## config.mk

```make
export PLATFORM = sky130hd
export DESIGN_NAME = serial_mag_comparator
export DESIGN_NICKNAME = d
export VERILOG_FILES = /design/src/rtl/serial_mag_comparator.sv
export SDC_FILE = /design/constraint.sdc
export NUM_CORES = 1
export LEC_CHECK = 0
export BUFFER_PORTS_ARGS = -buffer_cell sky130_fd_sc_hd__clkbuf_2
export CAP_MARGIN = 20
export CORE_MARGIN = 2
export CORE_UTILIZATION = 44
export DETAILED_ROUTE_END_ITERATION = 6
export PLACE_DENSITY = 0.72
export SLEW_MARGIN = 20
export SYNTH_ARGS = -nofsm -noshare
export SYNTH_HDL_FRONTEND = slang
export SYNTH_SLANG_ARGS = --single-unit
```

## constraint.sdc

```tcl
create_clock -name clk -period 2.5 [get_ports clk]
set_input_delay 0 -clock clk [delete_from_list [all_inputs] [get_ports clk]]
set_output_delay 0 -clock clk [all_outputs]
set_load 0.01 [all_outputs]
```

## src/rtl/serial_mag_comparator.sv

```systemverilog
// serial_mag_comparator
// Bit-serial magnitude comparator. Operands are captured on an accepted start
// and scanned one bit pair per clock, MSB first. In signed mode the MSB is
// read as the sign bit. The first (highest) differing bit decides the result.
// With EARLY_EXIT=1 the scan stops at that bit. With EARLY_EXIT=0 it always
// runs down to bit 0, so the latency is fixed.
`timescale 1ns/1ps
module serial_mag_comparator #(
   parameter int WIDTH      = 8,
   parameter int EARLY_EXIT = 1
) (
   input  logic             clk,
   input  logic             rst_n,
   input  logic             start,
   input  logic [WIDTH-1:0] a,
   input  logic [WIDTH-1:0] b,
   input  logic             is_signed,
   output logic             busy,
   output logic             done,
   output logic             smaller,
   output logic             equal,
   output logic             greater
);

   localparam int IDX_W = (WIDTH > 1) ? $clog2(WIDTH) : 1;
   localparam logic [IDX_W-1:0] MSB_IDX = IDX_W'(WIDTH - 1);

   typedef enum logic {
      IDLE = 1'b0,
      SCAN = 1'b1
   } state_t;

   state_t           r_state;
   state_t           w_state_next;
   logic [WIDTH-1:0] r_a;
   logic [WIDTH-1:0] r_b;
   logic             r_signed;
   logic [IDX_W-1:0] r_idx;
   logic             r_found;      // a differing bit has already been seen
   logic             r_found_gt;   // result decided by that bit: 1 = A greater
   logic             r_done;
   logic             r_smaller;
   logic             r_equal;
   logic             r_greater;

   logic             w_bit_a;
   logic             w_bit_b;
   logic             w_diff;
   logic             w_is_msb;
   logic             w_last_bit;
   logic             w_a_wins;
   logic             w_accept;
   logic             w_terminate;

   // Bit pair currently under evaluation and how it would decide the result.
   assign w_bit_a    = r_a[r_idx];
   assign w_bit_b    = r_b[r_idx];
   assign w_diff     = w_bit_a ^ w_bit_b;
   assign w_is_msb   = (r_idx == MSB_IDX);
   assign w_last_bit = (r_idx == '0);
   // A sign bit of 1 means A is negative, which inverts the meaning of the MSB.
   assign w_a_wins   = (w_is_msb && r_signed) ? ~w_bit_a : w_bit_a;

   // State register.
   always_ff @(posedge clk or negedge rst_n) begin
      if (!rst_n) begin
         r_state <= IDLE;
      end else begin
         // NOTE: clocked state uses non-blocking assignments so that every
         // register samples pre-edge values regardless of statement order.
         r_state <= w_state_next;
      end
   end

   // Next-state decode: accept start in IDLE, finish on the terminating bit.
   always_comb begin
      // NOTE: defaults first so that no path leaves a signal unassigned, which
      // would otherwise infer a latch.
      w_state_next = r_state;
      w_accept     = 1'b0;
      w_terminate  = 1'b0;
      case (r_state)
         IDLE: begin
            if (start) begin
               w_accept     = 1'b1;
               w_state_next = SCAN;
            end
         end
         SCAN: begin
            if (w_last_bit || ((EARLY_EXIT != 0) && w_diff)) begin
               w_terminate  = 1'b1;
               w_state_next = IDLE;
            end
         end
         default: w_state_next = IDLE;
      endcase
   end

   // Operand capture, bit scanning and the registered result.
   always_ff @(posedge clk or negedge rst_n) begin
      if (!rst_n) begin
         // NOTE: the captured operands and the index are reset along with the
         // control state, so nothing left over from an aborted scan is visible.
         r_a        <= '0;
         r_b        <= '0;
         r_signed   <= 1'b0;
         r_idx      <= '0;
         r_found    <= 1'b0;
         r_found_gt <= 1'b0;
         r_done     <= 1'b0;
         r_smaller  <= 1'b0;
         r_equal    <= 1'b0;
         r_greater  <= 1'b0;
      end else begin
         r_done <= 1'b0;
         if (w_accept) begin
            r_a        <= a;
            r_b        <= b;
            r_signed   <= is_signed;
            r_idx      <= MSB_IDX;
            r_found    <= 1'b0;
            r_found_gt <= 1'b0;
         end else if (r_state == SCAN) begin
            // Only the first differing bit is remembered; lower bits cannot override it.
            if (w_diff && !r_found) begin
               r_found    <= 1'b1;
               r_found_gt <= w_a_wins;
            end
            if (w_terminate) begin
               r_done <= 1'b1;
               if (r_found) begin
                  r_smaller <= ~r_found_gt;
                  r_equal   <= 1'b0;
                  r_greater <= r_found_gt;
               end else if (w_diff) begin
                  r_smaller <= ~w_a_wins;
                  r_equal   <= 1'b0;
                  r_greater <= w_a_wins;
               end else begin
                  r_smaller <= 1'b0;
                  r_equal   <= 1'b1;
                  r_greater <= 1'b0;
               end
            end else begin
               r_idx <= r_idx - IDX_W'(1);
            end
         end
      end
   end

   assign busy    = (r_state == SCAN);
   assign done    = r_done;
   assign smaller = r_smaller;
   assign equal   = r_equal;
   assign greater = r_greater;

endmodule

```

**Yosys cells after proc, flatten, opt, wreduce, memory -nomap -nowiden**

Cells that the tools add are included.

- $add $sub $neg: 1
- Order comparisons: 1
- Equality and inequality tests: 2
- Multiplexer cells: 29
- Bitwise operators: 6
- Reduce and logical (&&, ||, !) cells: 10

Operators with widths:

| cell | number |
|---|---|
| 1-bit two-way mux | 23 |
| 3-bit two-way mux | 3 |
| 1-bit binary-select mux with 3-bit select | 2 |
| 1-bit NOT | 5 |
| 3-bit by 4-bit less-than comparator with 1-bit output (second input constant) | 1 |
| 2-bit AND reduction | 2 |
| 2-bit nonzero test | 2 |
| 3-bit equality test (second input constant) | 1 |
| 3-bit logical NOT | 1 |
| 3-bit AND reduction | 1 |
| 3-bit by 1-bit subtractor with 3-bit output (second input constant) | 1 |
| 1-bit logical AND | 2 |
| 2-bit inequality test (second input constant) | 1 |
| 1-bit case mux with 2 select lines | 1 |
| 1-bit logical NOT | 1 |
| 1-bit logical OR | 1 |
| 1-bit bitwise XOR | 1 |

- Register bits: 27
- Input port bits: 20
- Logic and storage cells: 60

**Depth between registers and ports, before layout**

- Depth after elaboration: 9
- Gate-level depth with buffers: 7
- Gate-level depth less buffers: 7

**Worst setup path after synthesis**

Ideal clock, no wire load.

- Path type: reg2reg
- Start: reg r_idx[0]
- End: reg r_equal (netlist: equal)
- Library setup time: 0.125 ns
- Arrival time: 1.868 ns
- Required time: 2.375 ns
- Path slack: 0.508 ns
- Cell stages (with the launch flop): 6
- Path buffers: 1
- Cells stage by stage: dfrtp_1 buf_6 mux4_2 xnor2_4 a211oi_4 mux2_2

- Longest elaborated chain between the ends: 7
- Elaborated cells on any way between the ends: 12

Ends and longest elaborated chain:

| element | line | text |
|---|---|---|
| start: declaration | 38 | `logic [IDX_W-1:0] r_idx;` |
| start signal: assignment | 145 | `r_idx <= r_idx - IDX_W'(1);` |
| 1-bit binary-select mux with 3-bit select, on equally long branches | 56, 57 |  |
| 1-bit two-way mux, on equally long branches | 56, 57 |  |
| 1-bit bitwise XOR | 58 | `assign w_diff = w_bit_a ^ w_bit_b;` |
| 1-bit logical OR | 90 | `if (w_last_bit \|\| ((EARLY_EXIT != 0) && w_diff)) begin` |
| 1-bit two-way mux | 90 |  |
| 1-bit two-way mux | 82 | `case (r_state)` |
| 3-bit AND reduction (no line) | - |  |
| end signal: assignment | 112 | `r_equal <= 1'b0;` |
| end signal: assignment | 133 | `r_equal <= 1'b0;` |
| end signal: assignment | 137 | `r_equal <= 1'b0;` |
| end: declaration | 43 | `logic r_equal;` |

Parallel ways exist; a longest one is shown, timed or not. The select of a mux whose other input is x is not followed.
A chain may end at the register's enable or synchronous reset.

**Worst setup path in the final report**

Ends and elaborated chain as after synthesis.

==> metrics.md <==
| Metric | Value |
|---|---|
| Post-synth top area cell | dfrtp_1 |
| Ys async rst share | 100% |
| Top post-synthesis cells by area | dfrtp_1 50%, mux2_2 15%, mux4_2 5.0% |
| Critical path required time | 2730 ps |
| RSZ-0062 raised after global routing | false |
| # hold bufs at CTS | 19 |
| Count leader, synth | dfrtp_1 |
| Syn Area/Cell | 13.1 um^2 |
| Die footprint | 3550 um^2 |
| Final hold vios | 0 |
| Clock sink count | 27 |
| Critical Setup Path Class | reg2reg |
| Slew Limit Fails | 0 |
| Cell Area, Synth | 1360 um^2 |
| Area Overhead vs Synth | 27.4% |
| Final setup viols | 0 |
| H-tree levels | 1 |
| Mapped Cells | 104 |
| Vias in the first global route | 991 |
| Post-DRT Antenna Nets | 0 |
| Core area | 3000 um^2 |
| WL final | 2.36 mm |
| Post-CTS Setup Repair Bufs | 0 |
| DRT Pass-1 Iters | 4 |
| Clk_skew | 3.20 ps |
| Initial Util | 45.2% |
| Worst-Skew Late Latency | 330 ps |
| CTS max path bufs | 2 |
| Critical Path Source | r_idx[0]$_DFFE_PN0P_ |
| PostCTS Resize Cnt | 0 |
| Largest net degree at the start of global routing | 28 |
| Crit path DAT | 2410 ps |
| Tcrit/Tclk final | 87.2% |
| Achievable frequency | 459 MHz |
| Reg area | 676 um^2 |
| Commonest cells post-synth | 27 x dfrtp_1, 18 x mux2_2, 9 x a21oi_1, 9 x nor2_1, 5 x inv_1 |
| Num CTS Buffers | 3 |
| Max-Cap Viols | 0 |
| Hold/Removal Path Class | in2async |
| Status | finished, final reports clean |
| DR WL/cell | 12.9 um |
| Share of the synthesized area in the top cell type | 49.7% |
| Synth warn | 0 |
| Vias | 943 |
| Initial DRC Count | 21 |
| Syn_nets | 127 |
| N_diodes | 0 |
| CP Capture Type | flip-flop |
| Sequential fraction of the synthesis area | 49.7% |
| Reg clk slew, reported paths | 150 ps |
| Dpl cells | 160 |
| Worst R2R Start | r_idx[0]$_DFFE_PN0P_ |
| Post-synthesis sequential element count | 27 |
| VDD IR-drop max | 0.596 mV |
| Count of cell types in the netlist | 29 |
| # rows | 20 |
| Final net count | 174 |
| Synth Flop Type | dfrtp_1 |
| Setup TNS | 0 ps |
| PwrDens | 1230 nW/um^2 |
| EDFF count, synth | 0 |
| I/O Buffers | 24 |
| CTS tree | done |
| Non-Filler Instances | 183 |
| DR vias/cell | 5.15 |
| Min cycle time layout | 2180 ps |
| CTS root buf | clkbuf_4 |
| # fillers | 267 |
| P_leak | 0.807 nW |
| Critical path startpoint category | flip-flop |
| Share of layout cells above drive strength 1 | 38.7% |
| IO Pins | 25 |
| # DRC | 0 |
| Power Total | 0.00213 W |
| First-pass GRT wire length | 4.24 mm |
| Global route overflow | 0 |
| Chip Width | 59.6 um |
| Final Wtd Congestion | 0.860 |
| Initial antenna violation count | 0 |
| Post-DP HPWL | 1.71 mm |
| Worst slew margin | 57.1% |
| Total GRT Usage | 15.8% |
| Worst slew pin tran | 643 ps |
| Multi-input gate area | 644 um^2 |
| Die height | 59.6 um |
| CP max FO | 7 |
-- area by class of cell --
class / count / area share [%]
Timing Repair Buffer: 44 / 18.4
Inverter: 6 / 1.30
Multi-Input combinational cell: 69 / 37.2
Clock buffer: 3 / 1.30
Sequential cell: 27 / 39.0
Tap cell: 33 / 2.38
Clock inverter: 1 / 0.434
-- power breakdown --
group	total [W]	internal (W)	switching, W
Sequential	0.000832	0.000648	0.000184
Clock	0.000194	0.0000613	0.000132
Combinational	0.00111	0.000581	0.000525
-- placed cells by master, fill, tap and decap left out, types with 2 or more instances in the layout --
cell / synthesis / routed
clkbuf_2: 0 / 24
mux4_2: 3 / 3
mux2_2: 18 / 18
mux2i_1: 3 / 3
a21oi_1: 9 / 9
nor3_1: 3 / 3
inv_1: 5 / 5
dfrtp_1: 27 / 27
xor2_1: 4 / 4
dlygate4sd3_1: 0 / 19
nand3_1: 2 / 2
ha_1: 3 / 3
nor2_1: 9 / 9
clkbuf_4: 0 / 3
-- registers in the layout (all words and copies together) (netlist names) --
| register | flops |
|---|---|
| r_a | 8 |
| r_b | 8 |
| r_idx | 3 |
| busy | 1 |
| done | 1 |
| equal | 1 |
| greater | 1 |
| r_found | 1 |
| r_found_gt | 1 |
| r_signed | 1 |
| smaller | 1 |
-- critical path, stage by stage, from the launching register on --
cell and delay, ps:
dfrtp_1 580, mux4_2 610, xnor2_4 200, a211oi_4 310, mux2_2 370
-- logic make-up (layout without fill, tap and decap cells) --
family | count (synthesis) | in the layout | share of synthesized area [%]
flops | 27 | 27 | 49.7
compound gates | 19 | 19 | 11.0
xor+xnor | 5 | 5 | 4.60
buf+inv | 8 | 54 | 2.85
simple gates | 18 | 18 | 6.91
fa+ha+maj | 3 | 3 | 2.76
mux | 24 | 24 | 22.1
-- stage by stage --
stage / hold slack, ps / utilization [%] / worst slack, ps / instance area, um^2
5_1_grt: 249 / 57.7 / 202 / 1730
3_5_place_dp: 58.8 / 50.3 / 336 / 1510
4_1_cts: 218 / 57.7 / 315 / 1730
6_report: 202 / 57.7 / 321 / 1730
2_1_floorplan: -296 / - / 508 / 1360
3_3_place_gp: 47.2 / 50.3 / 391 / 1510
-- final timing paths --
path	to	slack [ps]	cells past startpoint
setup / recovery	equal$_DFFE_PN0P_	320	4
hold / removal	r_idx[2]$_DFFE_PN0P_	200	2
setup reg to reg	equal$_DFFE_PN0P_	320	4
hold reg to reg	r_b[1]$_DFFE_PN0P_	530	1
max in group asynchronous	r_signed$_DFFE_PN0P_	1880	2
min in group clk	r_found$_DFFE_PN0P_	420	3
-- layer usage --
layer  track usage [%]  vias up  share of wire [%]
met5                 0        -                  0
met4              3.81        0               0.47
met3              4.15        2                3.6
met2              27.9       19                 52
met1              19.0      459                 43
li1                  -      463                  -
Power figures use the tool's default switching activity.
